`src/rtl/eq_biquad_cascade.sv`:
```
// Cascade of NUM_BANDS direct-form-I biquads sharing one multiply-accumulate unit.
// Latency: i_valid to o_valid is 6*NUM_BANDS+1 cycles when filtering, 1 cycle in bypass.
// Backpressure: none; a sample arriving while busy is dropped and flagged on o_overrun.
//
// Ports:
//   i_clk, i_rst_n        clock, asynchronous active-low reset
//   i_enable              1 = filter, 0 = registered bypass (band states forced to 0)
//   i_valid, i_data       input sample strobe and sample
//   i_coef_we/band/idx/data  runtime coefficient write (idx 0..4 = b0,b1,b2,a1,a2)
//   o_coef_ready          coefficient writes accepted (only while idle)
//   o_data, o_valid       filtered sample and its one-cycle strobe
//   o_busy                high while a sample is in flight
//   o_overrun             one-cycle pulse when an input sample is dropped
//   o_clip                (only with EQ_CLIP_DETECT_EN) sticky saturation flag,
//                         cleared by a coefficient write with idx 7
module eq_biquad_cascade #(
  parameter int DATA_W    = 16,
  parameter int COEF_W    = 32,
  parameter int FRAC_W    = 28,
  parameter int NUM_BANDS = 4
) (
  input  logic              i_clk,
  input  logic              i_rst_n,
  input  logic              i_enable,
  input  logic              i_valid,
  input  logic [DATA_W-1:0] i_data,
  input  logic              i_coef_we,
  input  logic [2:0]        i_coef_band,
  input  logic [2:0]        i_coef_idx,
  input  logic [COEF_W-1:0] i_coef_data,
  output logic              o_coef_ready,
  output logic [DATA_W-1:0] o_data,
  output logic              o_valid,
  output logic              o_busy,
  output logic              o_overrun
`ifdef EQ_CLIP_DETECT_EN
  ,
  output logic              o_clip
`endif
);

  localparam int PW = DATA_W + COEF_W;      // product width
  localparam int AW = PW + 4;               // accumulator width, headroom for 5 terms
  localparam int BW = (NUM_BANDS > 1) ? $clog2(NUM_BANDS) : 1;

  localparam logic [BW-1:0]            LAST_BAND = BW'(NUM_BANDS - 1);
  localparam logic [COEF_W-1:0]        UNITY     = {{(COEF_W-FRAC_W-1){1'b0}}, 1'b1, {FRAC_W{1'b0}}};
  localparam logic signed [AW-1:0]     HALF      = AW'(1) <<< (FRAC_W - 1);
  localparam logic signed [AW-1:0]     MAXV      = (AW'(1) <<< (DATA_W - 1)) - AW'(1);
  localparam logic signed [AW-1:0]     MINV      = -(AW'(1) <<< (DATA_W - 1));

  typedef enum logic [1:0] {
    S_IDLE,
    S_MAC,
    S_WB,
    S_OUT
  } state_t;

  state_t                   state;
  logic [BW-1:0]            band;
  logic [2:0]               term;
  logic signed [AW-1:0]     acc;
  logic signed [DATA_W-1:0] x_cur;          // input of the band being processed

  logic signed [DATA_W-1:0] x1 [NUM_BANDS];
  logic signed [DATA_W-1:0] x2 [NUM_BANDS];
  logic signed [DATA_W-1:0] y1 [NUM_BANDS];
  logic signed [DATA_W-1:0] y2 [NUM_BANDS];

  logic signed [COEF_W-1:0] c_b0 [NUM_BANDS];
  logic signed [COEF_W-1:0] c_b1 [NUM_BANDS];
  logic signed [COEF_W-1:0] c_b2 [NUM_BANDS];
  logic signed [COEF_W-1:0] c_a1 [NUM_BANDS];
  logic signed [COEF_W-1:0] c_a2 [NUM_BANDS];

  // ---------------------------------------------------------------------------
  // Shared MAC datapath: term selects the operand pair for this cycle.
  // ---------------------------------------------------------------------------
  logic signed [DATA_W-1:0] op_s;
  logic signed [COEF_W-1:0] op_c;
  logic                     op_sub;
  logic signed [PW-1:0]     prod;
  logic signed [AW-1:0]     acc_nxt;

  always_comb begin
    op_s   = x_cur;
    op_c   = c_b0[band];
    op_sub = 1'b0;
    case (term)
      3'd1: begin op_s = x1[band]; op_c = c_b1[band]; end
      3'd2: begin op_s = x2[band]; op_c = c_b2[band]; end
      3'd3: begin op_s = y1[band]; op_c = c_a1[band]; op_sub = 1'b1; end
      3'd4: begin op_s = y2[band]; op_c = c_a2[band]; op_sub = 1'b1; end
      default: ;
    endcase
  end

  assign prod    = PW'(op_s) * PW'(op_c);
  assign acc_nxt = op_sub ? (acc - AW'(prod)) : (acc + AW'(prod));

  // Round half up, drop the fraction, then clamp to the sample range.
  logic signed [AW-1:0]     shr;
  logic                     sat_hi;
  logic                     sat_lo;
  logic signed [DATA_W-1:0] y_sat;

  assign shr    = (acc + HALF) >>> FRAC_W;
  assign sat_hi = (shr > MAXV);
  assign sat_lo = (shr < MINV);
  assign y_sat  = sat_hi ? MAXV[DATA_W-1:0] :
                  sat_lo ? MINV[DATA_W-1:0] : shr[DATA_W-1:0];

  // ---------------------------------------------------------------------------
  // Coefficient register file. Writes only land while idle, so a write in the
  // same cycle as an accepted sample is already visible when the MAC starts.
  // ---------------------------------------------------------------------------
  logic          coef_wr;
  logic          band_ok;
  logic [BW-1:0] wr_band;

  assign coef_wr = i_coef_we && (state == S_IDLE);
  assign band_ok = ({1'b0, i_coef_band} < 4'(NUM_BANDS));
  assign wr_band = i_coef_band[BW-1:0];

  always_ff @(posedge i_clk or negedge i_rst_n) begin
    if (!i_rst_n) begin
      for (int b = 0; b < NUM_BANDS; b++) begin
        c_b0[b] <= UNITY;
        c_b1[b] <= '0;
        c_b2[b] <= '0;
        c_a1[b] <= '0;
        c_a2[b] <= '0;
      end
    end else if (coef_wr && band_ok) begin
      case (i_coef_idx)
        3'd0: c_b0[wr_band] <= i_coef_data;
        3'd1: c_b1[wr_band] <= i_coef_data;
        3'd2: c_b2[wr_band] <= i_coef_data;
        3'd3: c_a1[wr_band] <= i_coef_data;
        3'd4: c_a2[wr_band] <= i_coef_data;
        default: ;
      endcase
    end
  end

  // ---------------------------------------------------------------------------
  // Sequencer: IDLE -> (MAC x5 -> WB) per band -> OUT -> IDLE.
  // o_data/o_valid are loaded on the last WB edge so the strobe is high
  // during the OUT cycle, giving 6*NUM_BANDS+1 cycles of latency.
  // ---------------------------------------------------------------------------
  always_ff @(posedge i_clk or negedge i_rst_n) begin
    if (!i_rst_n) begin
      state     <= S_IDLE;
      band      <= '0;
      term      <= '0;
      acc       <= '0;
      x_cur     <= '0;
      o_data    <= '0;
      o_valid   <= 1'b0;
      o_overrun <= 1'b0;
      for (int b = 0; b < NUM_BANDS; b++) begin
        x1[b] <= '0;
        x2[b] <= '0;
        y1[b] <= '0;
        y2[b] <= '0;
      end
    end else begin
      o_valid   <= 1'b0;
      o_overrun <= 1'b0;

      case (state)
        S_IDLE: begin
          if (i_enable) begin
            if (i_valid) begin
              x_cur <= i_data;
              band  <= '0;
              term  <= '0;
              acc   <= '0;
              state <= S_MAC;
            end
          end else begin
            // Bypass: pass the sample through and keep the filter history clean
            o_data  <= i_data;
            o_valid <= i_valid;
            for (int b = 0; b < NUM_BANDS; b++) begin
              x1[b] <= '0;
              x2[b] <= '0;
              y1[b] <= '0;
              y2[b] <= '0;
            end
          end
        end

        S_MAC: begin
          acc <= acc_nxt;
          if (term == 3'd4) begin
            state <= S_WB;
          end else begin
            term <= term + 3'd1;
          end
        end

        S_WB: begin
          x2[band] <= x1[band];
          x1[band] <= x_cur;
          y2[band] <= y1[band];
          y1[band] <= y_sat;
          x_cur    <= y_sat;
          acc      <= '0;
          term     <= '0;
          if (band == LAST_BAND) begin
            o_data  <= y_sat;
            o_valid <= 1'b1;
            state   <= S_OUT;
          end else begin
            band  <= band + BW'(1);
            state <= S_MAC;
          end
        end

        S_OUT: state <= S_IDLE;

        default: state <= S_IDLE;
      endcase

      if (i_valid && (state != S_IDLE)) begin
        o_overrun <= 1'b1;
      end
    end
  end

`ifdef EQ_CLIP_DETECT_EN
  always_ff @(posedge i_clk or negedge i_rst_n) begin
    if (!i_rst_n) begin
      o_clip <= 1'b0;
    end else if (coef_wr && (i_coef_idx == 3'd7)) begin
      o_clip <= 1'b0;
    end else if ((state == S_WB) && (sat_hi || sat_lo)) begin
      o_clip <= 1'b1;
    end
  end
`endif

  assign o_busy       = (state != S_IDLE);
  assign o_coef_ready = ~o_busy;

endmodule
```
`config.mk`:
```
export PLATFORM = sky130hd
export DESIGN_NAME = eq_biquad_cascade
export DESIGN_NICKNAME = d
export VERILOG_FILES = /design/src/rtl/eq_biquad_cascade.sv
export SDC_FILE = /design/constraint.sdc
export NUM_CORES = 2
export LEC_CHECK = 0
export BUFFER_PORTS_ARGS = -buffer_cell sky130_fd_sc_hd__buf_4
export CELL_PAD_IN_SITES_DETAIL_PLACEMENT = 1
export CELL_PAD_IN_SITES_GLOBAL_PLACEMENT = 1
export CORE_ASPECT_RATIO = 0.5
export CORE_MARGIN = 5
export CORE_UTILIZATION = 25
export CTS_CLUSTER_DIAMETER = 150
export CTS_CLUSTER_SIZE = 16
export DETAILED_ROUTE_END_ITERATION = 8
export PLACE_DENSITY_LB_ADDON = 0.05
export RECOVER_POWER = 100
export SLEW_MARGIN = 30
export SYNTH_ARGS = -nofsm -noshare
export SYNTH_HDL_FRONTEND = slang
export SYNTH_SLANG_ARGS = --single-unit
```
`constraint.sdc`:
```
create_clock -name i_clk -period 14.1 [get_ports i_clk]
set_clock_uncertainty 0.2 [all_clocks]
set_input_delay 2.82 -clock i_clk [delete_from_list [all_inputs] [get_ports i_clk]]
set_output_delay 2.82 -clock i_clk [all_outputs]
set_load 0.01 [all_outputs]
```
Yosys cells after proc, flatten, opt, wreduce, memory -nomap -nowiden
Cells that the tools add are included.
- register bits: 989
- bits of input ports: 59
- output and inout port bits: 20
- logic and storage cells: 179
- $add $sub $neg: 5
- multipliers: 1
- magnitude comparators: 7
- equal/unequal tests: 19
- mux-type cells: 77
- bitwise gates (word level): 3
- reduce and logical (&&, ||, !) cells: 23
- operators with widths (kind ; number):
    $bwmux W128 ; 5
    $pmux W64 S2 ; 4
    $mux W32 ; 11
    $bmux W32 S2 ; 5
    $bwmux W64 ; 4
    $mux W16 ; 15
    $mux W52 ; 3
    $pmux W52 S3 ; 1
    $bmux W16 S2 ; 4
    $pmux W32 S4 ; 1
    $demux W32 S2 ; 1
    $mux W64 ; 1
    $pmux W16 S2 ; 2
    $pmux W16 S4 ; 1
    $add A52 B29 Y52 const B ; 1
    $add A52 B48 Y52 ; 1
    $sub A52 B48 Y52 ; 1
    $mul A16 B32 Y48 ; 1
    $demux W16 S2 ; 1
    $gt A24 B16 Y1 const B ; 1
    $lt A24 B16 Y1 const B ; 1
    $mux W2 ; 7
    $ne A2 B2 Y1 const B ; 7
    $eq A3 B2 Y1 const B ; 4
    26 further kinds ; 52

Logic depth before layout (Yosys ltp)
- word-level depth: 9
- depth in mapped cells: 50
- depth with buffers taken out: 47

Least setup slack after synthesis
Ideal clock, no wire load.
- kind: reg2reg
- start: register band[0]
- end: register acc[51]
- setup time: 69 ps
- arrival: 11107 ps
- required time: 13831 ps
- setup slack: 2723 ps
- stages on the path, launching flop included: 46
- buffers on the path: 6
- clock period less this slack: 11377 ps
- path through: dfrtp_1 buf_2 buf_2 buf_1 buf_2 mux4_2 a22oi_1 nand2_1 a221oi_1 clkbuf_1 nor2_1 fa_1 fa_1 fa_1 fa_1 fa_1 inv_1 fa_1 [... 10 more ...] nand2_1 or2_2 inv_1 a21oi_1 xor2_1 ha_1 nand2_1 nor3_1 nand2_1 o221ai_1 a41oi_1 a21oi_1 nor2_1 o211ai_1 o211ai_1 nor3b_1 or4_1 nand3_1
- cells in the longest elaborated chain, start to end: 9
- elaborated cells on any way between the ends: 35
- classes of those cells: add/sub (2); mul (1); mux (31); bitwise (1)
- RTL lines (element ; RTL line ; text):
    start: declaration ; 60 ; logic [BW-1:0] band;
    start signal: assignment ; 216 ; band <= band + BW'(1);
    $not A2 Y3 (implied by the code) (*) ; -- ;
    $bmux W16 S2, or another cell as far along ; 93 ; 3'd4: begin op_s = y2[band]; op_c = c_a2[band]; op_sub = 1'b1; end
    $mux W16 (implied by the code), or another cell as far along (2 in a row) ; 93 ;
    $pmux W16 S4 or $pmux W32 S4 (tied branches) ; 89 ; case (term)
    $mul A16 B32 Y48 (*) ; 98 ; assign prod = PW'(op_s) * PW'(op_c);
    $add A52 B48 Y52 or $sub A52 B48 Y52 (tied branches) ; 99 ; assign acc_nxt = op_sub ? (acc - AW'(prod)) : (acc + AW'(prod));
    $mux W52 (*) ; 99 ;
    $pmux W52 S3 (*) ; 171 ; case (state)
    end signal: assignment ; 195 ; acc <= acc_nxt;
    end: declaration ; 62 ; logic signed [AW-1:0] acc;
Every way passes the cells marked *; elsewhere a longest branch is shown, timed or not. The select of a mux whose other input is x is not followed.
A chain may end at the register's enable or synchronous reset.

Final worst setup path
- start: register band[1]
- end: register acc[51]
Same word-level chain as after synthesis.

==> metrics <==
Die W=736.3 um; Post-CTS Setup Bufs=0; TritonCTS clock tree=yes; Resize count post-CTS=0; Post-Syn Instances=5,745; total grt overflow=0; Cell Area, Synth=65,930 um^2; wire per inst=26.75 um; hold depth=2; maximum number of pins on one net before global-route repair=161; Mapped Nets=6,467; register area share after synthesis=0.3754; layout cells sized above 1=0.2213; CTS clk-pin slew, worst paths=0.09 ns; syn avg cell area=11.48 um^2; critical path endpoint category=flip-flop; vias per cell=4.832; Async SR Flop Fraction=1.000; status=complete, but fails checks; Tcrit/Tclk final=0.9305; # DRC=0; Initial DRT Pass Iterations=5; Post-DP HPWL=171.3 mm; hold violation total from the final report=0; FF+latch count, synth=989; Worst-Margin Slew=4.810 ns; Period minus WS final=13.12 ns; Post-synth EDFFs=0; Die H=373.1 um; ANT nets after route=0; prevailing post-synth register cell=dfrtp_1; CP max stage cell=dfrtp_4; Yosys top cell area share=0.3738; Synth area leader=dfrtp_1; setup TNS=0 ns; nets=6,398; delay-heaviest family, CP=adder cells; Initial Util=0.2511; Cell variety after synth=94; Num CTS Buffers=73; die area=274,700 um^2; # Max-Cap Violations=38; global-route wire length before repair=365.5 mm; Top Ports=79; CTS hold repair buffers=0; number of port buffers=78; final setup fails=0; Slew headroom=-2.207; Iteration-0 DRC Markers=2,016; via count=44.51k; area grow syn2layout=10.86%; Placer Congestion=0.7965; Final Max Tran Viols=1,579; WL final=246.4 mm; CP Launch Type=flip-flop; FILL cells=28.83k; CORE AREA=262,600 um^2; # H-tree levels=3; Fmax achieved=76.22 MHz; R2R cell count=42; Clock Sinks=989; Clock Latency Late Sink=0.73 ns; Rows=133; Synth area leaders=dfrtp_1 (37%), fa_1 (15%), mux2_2 (11%); initial antenna violation count=18; Hold Crit Class=reg -> reg; instance count on the critical path=42; critical path data arrival time=13.57 ns; root buffer cell=clkbuf_16; failing checks=capacitance limit, slew limit; CP bufs+invs=7; vias in the first global route=50.50k; required time worst endpoint=14.55 ns; Yosys warnings=0; Clock Path Buffers=3; RSZ-0062 raised after global routing=no; Crit Path Class=reg -> reg; Hold Slack=0.2832 ns; Total GRT Usage=0.1797; slowest stage delay, CP=0.93 ns; CP Max Fanout=37
[per-layer routing]
| layer | track usage | vias up | wire (um) | part of all wire |
|---|---|---|---|---|
| met4 | 0.02724 | 0 | 3523 | 0.014 |
| met1 | 0.2601 | 24318 | 120500 | 0.49 |
| met5 | 0 | - | 0 | 0 |
| met2 | 0.2958 | 543 | 115800 | 0.47 |
| li1 | - | 19469 | - | - |
| met3 | 0.01777 | 175 | 6534 | 0.027 |
[final cells by class]
| cell class | instances | area [um^2] | area share |
|---|---|---|---|
| Clock inverter | 11 | 203.9 | 0.002790 |
| Clock buffer | 82 | 1861 | 0.02545 |
| Sequential cell | 989 | 24760 | 0.3388 |
| Tap cell | 3510 | 4392 | 0.06008 |
| Inverter | 611 | 2293 | 0.03138 |
| Antenna cell | 7 | 17.52 | 0.0002396 |
| Multi-Input combinational cell | 3756 | 37680 | 0.5155 |
| Timing Repair Buffer | 245 | 1886 | 0.02580 |
[final timing paths]
kind	startpoint	endpoint	slack (ns)
max in group asynchronous	i_rst_n	c_a1[83]	2.10
max	band[1]	acc[51]	0.98
min	y1[45]	y1[45]	0.28
min reg2reg	y1[45]	y1[45]	0.28
max reg2reg	band[1]	acc[51]	0.98
min in group asynchronous	i_rst_n	y2[54]	3.54
[metrics by stage]
stage	worst slack [ns]	util	area [um^2]	instances
after global placement	0.6580	0.2712	71220	9102
final	0.9803	0.2784	73090	9211
after CTS	0.6507	0.2796	73430	9200
after detailed placement	0.6912	0.2718	71370	9107
after global routing	0.05517	0.2783	73080	9205
after floorplan	2.723	-	65930	5745
[placed cells by master, fill, tap and decap left out, types with 18 or more instances in the layout]
| cell type | synthesis | final |
|---|---|---|
| buf_4 | 0 | 156 |
| a21o_1 | 54 | 54 |
| dfrtp_1 | 985 | 983 |
| a22o_1 | 227 | 227 |
| nand4_1 | 26 | 26 |
| clkbuf_1 | 282 | 70 |
| o21ai_0 | 166 | 174 |
| mux2_2 | 669 | 667 |
| or3_1 | 18 | 18 |
| and3_1 | 25 | 24 |
| nand3_1 | 91 | 91 |
| fa_1 | 488 | 488 |
| xor2_1 | 70 | 70 |
| o21a_1 | 36 | 37 |
| nand2_1 | 435 | 431 |
| and2_1 | 33 | 24 |
| ha_1 | 175 | 174 |
| nand2b_1 | 60 | 59 |
| a22oi_1 | 59 | 59 |
| nor2_1 | 366 | 364 |
| a21oi_1 | 120 | 118 |
| nor3_1 | 37 | 35 |
| mux4_2 | 224 | 224 |
| or2_2 | 24 | 23 |
| clkbuf_16 | 0 | 73 |
| inv_1 | 611 | 611 |
| xnor2_1 | 73 | 73 |
| nor2b_1 | 36 | 34 |
[Yosys cell counts (9+ instances only)]
library cell and number:
dfrtp_1 985, mux2_2 669, inv_1 611, fa_1 488
nand2_1 435, nor2_1 366, clkbuf_1 282, a22o_1 227
mux4_2 224, ha_1 175, o21ai_0 166, a21oi_1 120
nand3_1 91, buf_1 73, xnor2_1 73, xor2_1 70
nand2b_1 60, a22oi_1 59, a21o_1 54, nor3_1 37
nor2b_1 36, o21a_1 36, and2_1 33, buf_2 33
o21ai_1 29, nand4_1 26, and3_1 25, or2_2 24
a31oi_1 21, or3_1 18, o21bai_1 16, a211oi_1 15
o211ai_1 13, a221oi_1 11, nor4_1 10, o31ai_1 10
mux2i_1 9
[worst reg2reg max path: cells and delay by family (launching register included)]
kind / cells / cell delay [ns]
flops: 1 / 0.93
simple gates: 14 / 3.61
mux: 1 / 0.36
xor+xnor: 2 / 0.46
fa+ha+maj: 8 / 3.88
compound gates: 10 / 2.66
buf+inv: 7 / 0.95
[logic make-up (layout without fill, tap and decap cells)]
kind of cell	Yosys count	in the layout	synth area share
xor+xnor	143	143	0.01900
mux	902	902	0.1921
other cells	0	7	0
compound gates	848	848	0.09086
fa+ha+maj	663	663	0.1814
buf+inv	1000	949	0.05767
flops	989	989	0.3754
simple gates	1200	1200	0.08350
[state kept, by name (all words and copies together), names as in the netlist, 52 cells and up]
signal	flops
c_b1	128
x2	64
acc	52
x1	64
c_a1	128
c_b2	128
y1	64
c_b0	128
y2	64
c_a2	128
Power is not shown: default switching activity piles up to over one toggle a cycle in this logic, so the estimate is an artifact.
